File: src/rtl/replica_pkg.sv
// Shared replica-wide parameters and the move-descriptor types used by the
// exchange, delta-distance and accept/reject stages.
package replica_pkg;

    localparam int city_num     = 16;
    localparam int city_num_log = 4;
    localparam int dist_bit     = 8;

    typedef enum logic {
        OR_OPT  = 1'b0,
        TWO_OPT = 1'b1
    } opt_command_t;

    typedef struct packed {
        opt_command_t            command;
        logic [city_num_log-1:0] K;
        logic [city_num_log-1:0] L;
        logic [city_num_log-1:0] M;
    } opt_t;

    // Next route position, wrapping the last position back to 0.
    function automatic logic [city_num_log-1:0] pos_inc(input logic [city_num_log-1:0] p);
        if (p == city_num_log'(city_num - 1)) begin
            return '0;
        end
        return p + 1'b1;
    endfunction

endpackage

File: src/rtl/delta_distance.sv
// Route-length delta of one or-opt / two-opt move: fetches the six (or four) endpoint
// cities, looks up the affected edges and sums added minus removed lengths.
// Two-opt support is compiled in only when DELTA_TWO_OPT_EN is defined.
module delta_distance
    import replica_pkg::*;
(
    input  logic                          clk,
    input  logic                          reset,
    input  logic                          start,
    input  opt_t                          opt,
    output logic                          busy,
    output logic [city_num_log-1:0]       ordering_addr,
    input  logic [city_num_log-1:0]       ordering_data,
    output logic [city_num_log-1:0]       dist_city_a,
    output logic [city_num_log-1:0]       dist_city_b,
    input  logic [dist_bit-1:0]           dist_data,
    output logic                          done,
    output logic signed [dist_bit+2:0]    delta
);

    localparam int ACC_W = dist_bit + 3;

    typedef enum logic [2:0] {
        IDLE,
        FETCH,
        LOOKUP,
        DRAIN,
        DONE
    } state_t;

    state_t                    state_q;
    logic [4:0]                t_q;
    logic [city_num_log-1:0]   k_q, l_q, m_q;
    logic [city_num_log-1:0]   c_q [0:5];
    logic signed [ACC_W-1:0]   acc_q;
    logic signed [ACC_W-1:0]   delta_q;
    logic                      busy_q;
    logic                      done_q;
    logic [city_num_log-1:0]   addr_q;
    logic [city_num_log-1:0]   city_a_q;
    logic [city_num_log-1:0]   city_b_q;

`ifdef DELTA_TWO_OPT_EN
    logic                      two_q;
`else
    logic                      unused_command;
    assign unused_command = opt.command;
`endif

    logic [4:0]                n_reads;
    logic [2:0]                fetch_sel;
    logic [2:0]                cap_sel;
    logic [2:0]                pair_sel;
    logic [2:0]                term_sel;
    logic [2:0]                pair_a;
    logic [2:0]                pair_b;
    logic                      term_sub;
    logic [city_num_log-1:0]   fetch_pos;
    logic                      do_fetch;
    logic                      do_capture;
    logic                      do_accum;
    logic signed [ACC_W-1:0]   dist_ext;
    logic signed [ACC_W-1:0]   acc_sum;

    // t_q counts cycles since the accepted start; every pipeline step is a fixed
    // offset from it, so fetch, capture, lookup and accumulate overlap freely.
    always_comb begin
        n_reads = 5'd6;
`ifdef DELTA_TWO_OPT_EN
        if (two_q) begin
            n_reads = 5'd4;
        end
`endif
        fetch_sel = t_q[2:0];
        cap_sel   = 3'(t_q - 5'd2);
        pair_sel  = 3'(t_q - n_reads - 5'd1);
        term_sel  = 3'(t_q - n_reads - 5'd3);

        case (fetch_sel)
            3'd0:    fetch_pos = k_q;
            3'd1:    fetch_pos = pos_inc(k_q);
            3'd2:    fetch_pos = l_q;
            3'd3:    fetch_pos = pos_inc(l_q);
            3'd4:    fetch_pos = m_q;
            default: fetch_pos = pos_inc(m_q);
        endcase

        // Or-opt: remove (c0,c1),(c2,c3),(c4,c5); add (c0,c3),(c4,c1),(c2,c5).
        case (pair_sel)
            3'd0:    begin pair_a = 3'd0; pair_b = 3'd1; end
            3'd1:    begin pair_a = 3'd2; pair_b = 3'd3; end
            3'd2:    begin pair_a = 3'd4; pair_b = 3'd5; end
            3'd3:    begin pair_a = 3'd0; pair_b = 3'd3; end
            3'd4:    begin pair_a = 3'd4; pair_b = 3'd1; end
            default: begin pair_a = 3'd2; pair_b = 3'd5; end
        endcase
        term_sub = (term_sel < 3'd3);

`ifdef DELTA_TWO_OPT_EN
        // Two-opt: remove (c0,c1),(c2,c3); add (c0,c2),(c1,c3).
        if (two_q) begin
            case (pair_sel)
                3'd0:    begin pair_a = 3'd0; pair_b = 3'd1; end
                3'd1:    begin pair_a = 3'd2; pair_b = 3'd3; end
                3'd2:    begin pair_a = 3'd0; pair_b = 3'd2; end
                default: begin pair_a = 3'd1; pair_b = 3'd3; end
            endcase
            term_sub = (term_sel < 3'd2);
        end
`endif

        do_fetch   = (state_q == FETCH) && (t_q < n_reads);
        do_capture = (state_q != IDLE) && (t_q >= 5'd2) && (t_q <= n_reads + 5'd1);
        do_accum   = (state_q != IDLE) && (t_q >= n_reads + 5'd3);

        dist_ext = ACC_W'({3'b000, dist_data});
        acc_sum  = term_sub ? (acc_q - dist_ext) : (acc_q + dist_ext);
    end

    always_ff @(posedge clk) begin
        if (reset) begin
            state_q  <= IDLE;
            t_q      <= '0;
            k_q      <= '0;
            l_q      <= '0;
            m_q      <= '0;
`ifdef DELTA_TWO_OPT_EN
            two_q    <= 1'b0;
`endif
            acc_q    <= '0;
            delta_q  <= '0;
            busy_q   <= 1'b0;
            done_q   <= 1'b0;
            addr_q   <= '0;
            city_a_q <= '0;
            city_b_q <= '0;
            for (int i = 0; i < 6; i++) begin
                c_q[i] <= '0;
            end
        end else begin
            done_q <= 1'b0;
            if (state_q != IDLE) begin
                t_q <= t_q + 5'd1;
            end
            if (do_fetch) begin
                addr_q <= fetch_pos;
            end
            if (do_capture) begin
                c_q[cap_sel] <= ordering_data;
            end
            if (state_q == LOOKUP) begin
                city_a_q <= c_q[pair_a];
                city_b_q <= c_q[pair_b];
            end
            if (do_accum) begin
                acc_q <= acc_sum;
            end

            case (state_q)
                IDLE: begin
                    busy_q <= start;
                    if (start) begin
                        k_q     <= opt.K;
                        l_q     <= opt.L;
                        m_q     <= opt.M;
`ifdef DELTA_TWO_OPT_EN
                        two_q   <= (opt.command == TWO_OPT);
`endif
                        acc_q   <= '0;
                        t_q     <= '0;
                        state_q <= FETCH;
                    end
                end
                FETCH: begin
                    if (t_q == n_reads) begin
                        state_q <= LOOKUP;
                    end
                end
                LOOKUP: begin
                    if (t_q == n_reads + n_reads) begin
                        state_q <= DRAIN;
                    end
                end
                DRAIN: begin
                    state_q <= DONE;
                end
                DONE: begin
                    // The last term arrives this cycle, so delta takes the sum directly.
                    delta_q <= acc_sum;
                    done_q  <= 1'b1;
                    state_q <= IDLE;
                end
                default: begin
                    state_q <= IDLE;
                end
            endcase
        end
    end

    assign busy          = busy_q;
    assign done          = done_q;
    assign delta         = delta_q;
    assign ordering_addr = addr_q;
    assign dist_city_a   = city_a_q;
    assign dist_city_b   = city_b_q;

endmodule

File: config.mk
export PLATFORM = sky130hd
export DESIGN_NAME = delta_distance
export DESIGN_NICKNAME = d
export VERILOG_FILES = /design/src/rtl/replica_pkg.sv /design/src/rtl/delta_distance.sv
export SDC_FILE = /design/constraint.sdc
export NUM_CORES = 1
export LEC_CHECK = 0
export ABC_AREA = 1
export BUFFER_PORTS_ARGS = -buffer_cell sky130_fd_sc_hd__buf_2
export CAP_MARGIN = 20
export CORE_AREA = 2 2 112 114
export DETAILED_ROUTE_END_ITERATION = 12
export DIE_AREA = 0 0 114 116
export HOLD_SLACK_MARGIN = 0.02
export PLACE_DENSITY = 0.66
export SYNTH_ARGS = -nofsm -noshare
export SYNTH_HDL_FRONTEND = slang
export SYNTH_SLANG_ARGS = --single-unit
export TNS_END_PERCENT = 10
File: constraint.sdc
create_clock -name clk -period 4 [get_ports clk]
set_clock_uncertainty 0.2 [all_clocks]
set_input_delay 0.2 -clock clk [delete_from_list [all_inputs] [get_ports clk]]
set_output_delay 0.2 -clock clk [all_outputs]
set_load 0.02 [all_outputs]
==> qor.csv, run 1 <==
stage,metric,value,unit
clocking,Sink Count,84,
clocking,"Clk Latency, worst-skew pair",350,ps
timing,WHS,22.1,ps
critical_path,CP Launch Point,t_q[2],
layout,share of cells above drive strength 1,13.2,%
clocking,CTS root buffer,clkbuf_16,
logic_synthesis,post-synthesis instance area,4720,um2
power,sequential power share,34.7,%
logic_synthesis,unique cell type count in the Yosys netlist,37,
logic_synthesis,list of most frequent post-synthesis cells,"nand2_1 (130), nor2_1 (99), inv_1 (97), dfxtp_1 (56), nand3_1 (49)",
routing,post-route antenna net violation count,0,
timing,final worst-path cycle share,86.1,%
critical_path,CP Data Required Time,4050,ps
logic_synthesis,top post-synthesis cells by area,"dfxtp_1 (24%), edfxtp_1 (18%), nand2_1 (10%), nor2_1 (7.9%), inv_1 (7.7%)",
grt,antenna violations before repair,0,
clocking,setup bufs post-CTS,0,
layout,Syn-to-layout area delta,19.8,%
place,placed cell areas,5120,um2
place,dpl ws,534,ps
logic_synthesis,"count leader, synth",nand2_1,
logic_synthesis,syn_nets,704,
place,gpl congestion,0.922,
grt,Tot GR Track Use,17.6,%
routing,1st-iter DRT viols,196,
logic_synthesis,Synth Flop Type,dfxtp_1,
logic_synthesis,fraction of registers with async set/reset,0,%
logic_synthesis,Post-Synth Simple-Gate Area,27.8,%
floorplanning,# rows,40,
logic_synthesis,"Seq/Total Area, Yosys",41.6,%
power,PwrDens,556,nW/um2
min_path,Hold Crit Start,ordering_data[0],
routing,vias per std cell,4.86,
logic_synthesis,Synth Area in Adders,6.53,%
clocking,"Clk pin slew, worst setup/hold paths",70,ps
place,Post-DP HPWL,8150,um
logic_synthesis,multiplexer area fraction after synthesis,0,%
routing,DR pass1 iterations,5,
timing,post-layout minimum cycle time,3440,ps
floorplanning,Die Ht,116,um
grt,first-pass GRT wire length,18700,um
layout,cell area after layout,5650,um2
power,Sw Ratio,38.4,%
power,leakage,2.69,nW
logic_synthesis,Yosys Warn Count,0,
timing,worst rel slew slack,51.4,%
logic_synthesis,Yosys top cell area share,23.8,%
clocking,TritonCTS buffer count,9,
floorplanning,Boundary Pins,53,
routing,Routed WL,11200,um
logic_synthesis,complex-gate fraction of the synthesized area,12.4,%
logic_synthesis,top cell type by total area after synthesis,dfxtp_1,
logic_synthesis,number of synthesized flops with an enable pin,28,
place,PortBufs,51,
outcome,status,finished clean,
layout,nets,775,
job,maxcap violations,0,
timing,Final Hold Viols,0,
power,Clock Power Share,29.2,%
clocking,CTS tree,done,
critical_path,CP Max Fanout,12,
timing,setup violators final,0,
floorplanning,Die Width,114,um
min_path,Hold Crit Class,input pin to flop,
timing,final setup TNS,0,ps
clocking,deepest clock path buffer count,2,
routing,Vias,4251,
power,NetSw,1.21,mW
power,internal power,1.94,mW
timing,RSZ-0062 raised after global routing,no,
place,Cells after DPL,839,
layout,fillcell total,1196,
floorplanning,Core ar.,11900,um2
critical_path,CP startpoint kind,flop,
clocking,H-tree depth,3,
routing,DR DRC count,0,
logic_synthesis,largest family of logic cells by synthesized area,simple AND/OR/NAND/NOR gates,
logic_synthesis,#FFs+latches synth,84,
grt,grt ovf,0,
grt,vias in the first global route,4201,
logic_synthesis,Post-Synthesis Cells,652,
grt,largest net degree at the start of global routing,32,
floorplanning,Initial Util,39.6,%
logic_synthesis,synthesized-area fraction occupied by xor and xnor cells,2.04,%
timing,Final WS setup,558,ps
critical_path,"Worst Path Class, Setup",flop to flop,
logic_synthesis,Avg Inst Size Synth,7.23,um2
timing,fin. max-slew vios,0,
power,Worst IR Drop VDD,0.000193,V
timing,Worst-Margin Slew,728,ps
critical_path,reg2reg start,t_q[2],
layout,fin cells,875,
critical_path,CP Capture Type,flop,
layout,n_diodes,0,
routing,WL/cell,12.8,um
power,Comb power frac,36.1,%
floorplanning,die footprint,13200,um2
critical_path,Worst EP arrival,3490,ps
timing,max frequency,291,MHz
-- stage by stage --
step	util (%)	total power [mW]
after floorplan	-	1.92
after global placement	43.0	2.18
after detailed placement	43.0	2.20
after CTS	47.4	3.16
after global routing	47.4	3.37
final	47.4	3.14
-- routing by layer --
layer,vias to the layer above,wire length [um],GRT usage [%]
met5,-,0,0
met4,0,226,6.91
met3,18,414,3.35
met2,80,5520,31.4
met1,1911,5030,21.0
li1,2242,-,-
-- timing repair --
action | CTS | global route
hold buffers | 20 | 0
resized for setup | 0 | 0
endpoints found under the hold margin | 16 | 0
-- logic make-up (layout without fill, tap and decap cells) --
logic type               Yosys count  after routing
buffers and inverters            118            194
adder cells (fa/ha/maj)           24             24
flip-flops                        84             84
XOR/XNOR                          11             11
AO/OA/AOI/OAI                    107            107
AND/OR/NAND/NOR                  308            308
-- cell type report --
cell class	count	area (um2)	area share [%]
clock buffer	9	225	3.99
sequential	84	1960	34.7
timing repair buffer	74	478	8.46
tap	147	184	3.26
multi-input combinational	450	2300	40.8
inverter	104	390	6.91
clock inverter	7	104	1.84
-- layout by cell type (no fill, tap or decap), types with 2 or more instances in the layout --
master,instances
nand2_1,130
nor2_1,99
inv_1,97
dfxtp_1,56
buf_2,51
nand3_1,49
a21oi_1,41
o21ai_0,38
edfxtp_1,28
ha_1,23
dlygate4sd3_1,20
xor2_1,10
clkbuf_16,9
nor2_2,7
inv_2,6
a31oi_1,6
o211ai_1,6
o21ai_1,6
nor3_1,5
nand4_1,5
inv_6,4
nand2_2,3
a21o_1,3
buf_4,3
o31ai_1,2
o21ai_2,2
nand3_2,2
or2_2,2
o22ai_1,2
bufinv_16,2
-- critical path, cell delays in order, from the launching register on --
cell     delay (ps)
dfxtp_1         560
inv_1           200
ha_1            370
nand2_1          80
o21ai_0          90
nor2_2          180
inv_2           100
o21ai_0         290
inv_1           100
fa_1            440
inv_1            90
nand3_1          70
nand3_1         150
nand4_1         130
nand3_1         110
nand3_1          80
nand2_1          60
inv_1            30
-- sequential cells by signal, summed over array words and instances, names as in the netlist --
name / cells
acc_q: 11
dist_city_b: 4
busy: 1
ordering_addr: 4
k_q: 4
delta: 11
state_q: 3
done: 1
dist_city_a: 4
m_q: 4
t_q: 5
c_q: 28
l_q: 4
-- path summary, 6_finish.rpt --
check	end	depth (start not counted)	slack, ps
worst max-delay path	delta[8]	17	560
worst min-delay path	c_q[2][0]	3	20
worst max register to register	delta[8]	17	560
worst min register to register	ordering_addr[1]	2	260
-- power by group through the flow --
stage          logic, mW  clock network (mW)  registers, mW
5_1_grt             1.28               0.979           1.11
3_3_place_gp        1.07                   0           1.10
4_1_cts             1.13               0.938           1.09
2_1_floorplan      0.756                   0           1.16
6_report            1.13               0.918           1.09
3_5_place_dp        1.09                   0           1.11
Note: power is estimated with default switching activity, not from simulation.
==> run 2: changes to the inputs <==
--- a/config.mk
+++ b/config.mk
@@ -5,12 +5,12 @@
 export SDC_FILE = /design/constraint.sdc
 export NUM_CORES = 1
 export LEC_CHECK = 0
-export ABC_AREA = 1
+export ABC_AREA = 0
 export BUFFER_PORTS_ARGS = -buffer_cell sky130_fd_sc_hd__buf_2
 export CAP_MARGIN = 20
-export CORE_AREA = 2 2 112 114
+export CORE_AREA = 2 2 110 112
 export DETAILED_ROUTE_END_ITERATION = 12
-export DIE_AREA = 0 0 114 116
+export DIE_AREA = 0 0 112 114
 export HOLD_SLACK_MARGIN = 0.02
 export PLACE_DENSITY = 0.66
 export SYNTH_ARGS = -nofsm -noshare
==> qor.csv, run 2 <==
stage,metric,value,unit,change
routing,Vias,3699,,-13%
critical_path,Top delay family on crit path,compound AO/OA/AOI/OAI gates,,
critical_path,CP Data Required Time,4060,ps,about the same
power,leakage,2.19,nW,-19%
grt,antenna violations before repair,0,,unchanged
logic_synthesis,syn_nets,548,,-22%
layout,cell area after layout,5340,um2,-5.5%
floorplanning,Core ar.,11700,um2,-1.7%
layout,Syn-to-layout area delta,18.5,%,
logic_synthesis,Post-Synthesis Cells,496,,-24%
power,Worst IR Drop VDD,0.000191,V,-0.67%
place,placed cell areas,4890,um2,-4.4%
clocking,deepest clock path buffer count,2,,unchanged
critical_path,CP Cell Sequence,inv_1 > ha_1 > xor2_1 > o21ai_2 > mux2_2 > inv_1 > fa_1 > nand2b_1 > a21oi_1 > o2111ai_1 > a211o_1 > a21o_1 > a21oi_2,,
logic_synthesis,Avg Inst Size Synth,9.08,um2,+26%
min_path,Hold Crit Class,input pin to flop,,
routing,vias per std cell,5.23,,+7.7%
clocking,H-tree depth,3,,unchanged
logic_synthesis,number of synthesized flops with an enable pin,28,,unchanged
place,gpl congestion,0.810,,-12%
logic_synthesis,top cell type by total area after synthesis,dfxtp_1,,
layout,Largest register FFs,28,,unchanged
logic_synthesis,complex-gate fraction of the synthesized area,15.9,%,+3.6 points
grt,vias in the first global route,3571,,-15%
logic_synthesis,Synth Area in Adders,6.83,%,+0.31 points
logic_synthesis,synthesized-area fraction occupied by xor and xnor cells,3.69,%,+1.7 points
layout,largest reg by FF count,c_q,,
clocking,"Clk pin slew, worst setup/hold paths",60,ps,about the same
critical_path,Worst Path Buf+Inv,2,,-3
clocking,CTS root buffer,clkbuf_16,,
layout,fillcell total,1151,,-3.8%
logic_synthesis,fraction of registers with async set/reset,0,%,unchanged
layout,nets,607,,-22%
critical_path,CP Capture Type,flop,,
clocking,"Clk Latency, worst-skew pair",330,ps,-20 ps
timing,fin. max-slew vios,0,,unchanged
grt,grt ovf,0,,unchanged
floorplanning,Die Ht,114,um,-1.7%
logic_synthesis,Post-Synth Simple-Gate Area,21.1,%,-6.7 points
floorplanning,Initial Util,38.5,%,-1.1 points
logic_synthesis,"count leader, synth",nand2_1,,
timing,RSZ-0062 raised after global routing,no,,
place,Cells after DPL,678,,-19%
logic_synthesis,Synth Flop Type,dfxtp_1,,
logic_synthesis,Yosys Warn Count,0,,unchanged
clocking,TritonCTS buffer count,9,,unchanged
logic_synthesis,unique cell type count in the Yosys netlist,53,,+43%
clocking,CTS tree,done,,
routing,DR pass1 iterations,5,,unchanged
floorplanning,Boundary Pins,53,,unchanged
critical_path,CP Max Fanout,9,,-3
job,maxcap violations,0,,unchanged
timing,worst rel slew slack,45.8,%,-5.6 points
place,PortBufs,51,,unchanged
logic_synthesis,post-synthesis instance area,4500,um2,-4.5%
layout,share of cells above drive strength 1,16.1,%,+2.9 points
routing,post-route antenna net violation count,0,,unchanged
layout,n_diodes,0,,unchanged
layout,fin cells,707,,-19%
logic_synthesis,top post-synthesis cells by area,"dfxtp_1 (25%), edfxtp_1 (19%), ha_1 (6.4%), nand2_1 (5.8%), a21oi_1 (5.0%)",,
layout,final core occ,45.6,%,-1.8 points
timing,final setup TNS,0,ps,unchanged
grt,Tot GR Track Use,16.5,%,-1.1 points
logic_synthesis,Yosys top cell area share,24.9,%,+1.1 points
timing,Final Hold Viols,0,,unchanged
layout,"commonest non-fill, non-tap cell in the layout",nand2_1,,
logic_synthesis,multiplexer area fraction after synthesis,5.42,%,+5.4 points
outcome,status,finished clean,,
logic_synthesis,largest family of logic cells by synthesized area,simple AND/OR/NAND/NOR gates,,
timing,max frequency,286,MHz,-1.6%
routing,1st-iter DRT viols,151,,-23%
routing,Routed WL,10100,um,-9.4%
timing,Worst-Margin Slew,810,ps,+82.4 ps
clocking,Sink Count,84,,unchanged
routing,DR DRC count,0,,unchanged
logic_synthesis,#FFs+latches synth,84,,unchanged
critical_path,Worst path slowest cell,ha_1,,
clocking,setup bufs post-CTS,0,,unchanged
timing,final worst-path cycle share,87.5,%,+1.4 points
layout,"commonest non-fill, non-tap cells in the layout","nand2_1 (69), dfxtp_1 (56), buf_2 (51), a21oi_1 (45), nor2_1 (40)",,
logic_synthesis,list of most frequent post-synthesis cells,"nand2_1 (69), dfxtp_1 (56), a21oi_1 (45), nor2_1 (40), edfxtp_1 (28)",,
critical_path,CP startpoint kind,flop,,
power,total power,1.97,mW,-37%
critical_path,largest stage delay on the critical path,440,ps,-120 ps
critical_path,"most used cell, CP",inv_1,,
floorplanning,# rows,40,,unchanged
grt,first-pass GRT wire length,16900,um,-9.3%
timing,post-layout minimum cycle time,3500,ps,+57.4 ps
timing,setup violators final,0,,unchanged
power,PwrDens,369,nW/um2,-34%
routing,WL/cell,14.4,um,+12%
place,Post-DP HPWL,7410,um,-9.1%
critical_path,Worst EP arrival,3560,ps,+70 ps
floorplanning,Die Width,112,um,-1.8%
floorplanning,die footprint,12800,um2,-3.4%
logic_synthesis,"Seq/Total Area, Yosys",43.6,%,+2.0 points
grt,largest net degree at the start of global routing,50,,+56%
critical_path,"Worst Path Class, Setup",flop to flop,,
run 2: path summary, 6_finish.rpt:
| check | start | to | slack (ps) | depth (start not counted) |
|---|---|---|---|---|
| setup reg to reg | t_q[1] | acc_q[10] | 500 | 13 |
| hold reg to reg | delta[2] | delta[2] | 260 | 2 |
| hold / removal | ordering_data[1] | c_q[1][1] | 40 | 2 |
| setup / recovery | t_q[1] | acc_q[10] | 500 | 13 |
run 2: logic make-up after synthesis:
group / Yosys count
DFF: 84
and+or+nand+nor: 199
AOI/OAI and AO/OA: 114
adders and majority gates: 24
muxes: 19
xor gates and xnor gates: 17
buffers and inverters: 39
run 2: repair_timing:
| action | 4_1_cts | 5_1_grt |
|---|---|---|
| hold buffers | 13 | 0 |
| gates resized for setup | 0 | 0 |
| endpoints found under the setup margin | 0 | 0 |
| hold endpoints to repair | 13 | 0 |
run 2: worst reg2reg max path, delay by kind of cell, from the launching register on:
kind            cells  cell delay (ps)
compound gates      6             1220
simple gates        1              190
fa+ha+maj           2              860
flops               1              320
buf+inv             2              160
mux                 1              290
xor+xnor            1              210
run 2: per-stage QoR:
| stage | setup slack, ps | hold WS, ps |
|---|---|---|
| floorplan | 159 | 136 |
| global placement | 596 | 243 |
| detailed placement | 510 | 252 |
| CTS | 514 | 34.1 |
| global route | 237 | 40.8 |
| finish | 501 | 42.1 |
run 2: where the power goes:
part	switching [mW]	internal, mW	total [mW]	leakage (nW)
Sequential	0.0174	0.901	0.918	0.742
Combinational	0.110	0.0748	0.185	1.29
Clock	0.336	0.529	0.864	0.154
run 2: cell type report:
class	instances	area, um2	share of cell area [%]
inverters	18	67.6	1.27
repair buffers	69	423	7.92
clock inverters	5	56.3	1.05
clock buffers	11	258	4.83
flip-flops and latches	84	1960	36.8
well taps	147	184	3.45
multi-input cells	373	2390	44.7
run 2: layer usage:
layer	global-route usage [%]	part of all wire, %	up-vias
li1	-	-	1885
met1	20.5	44	1718
met2	28.6	49	87
met3	3.35	5.1	9
met4	6.10	1.3	0
met5	0	0	-
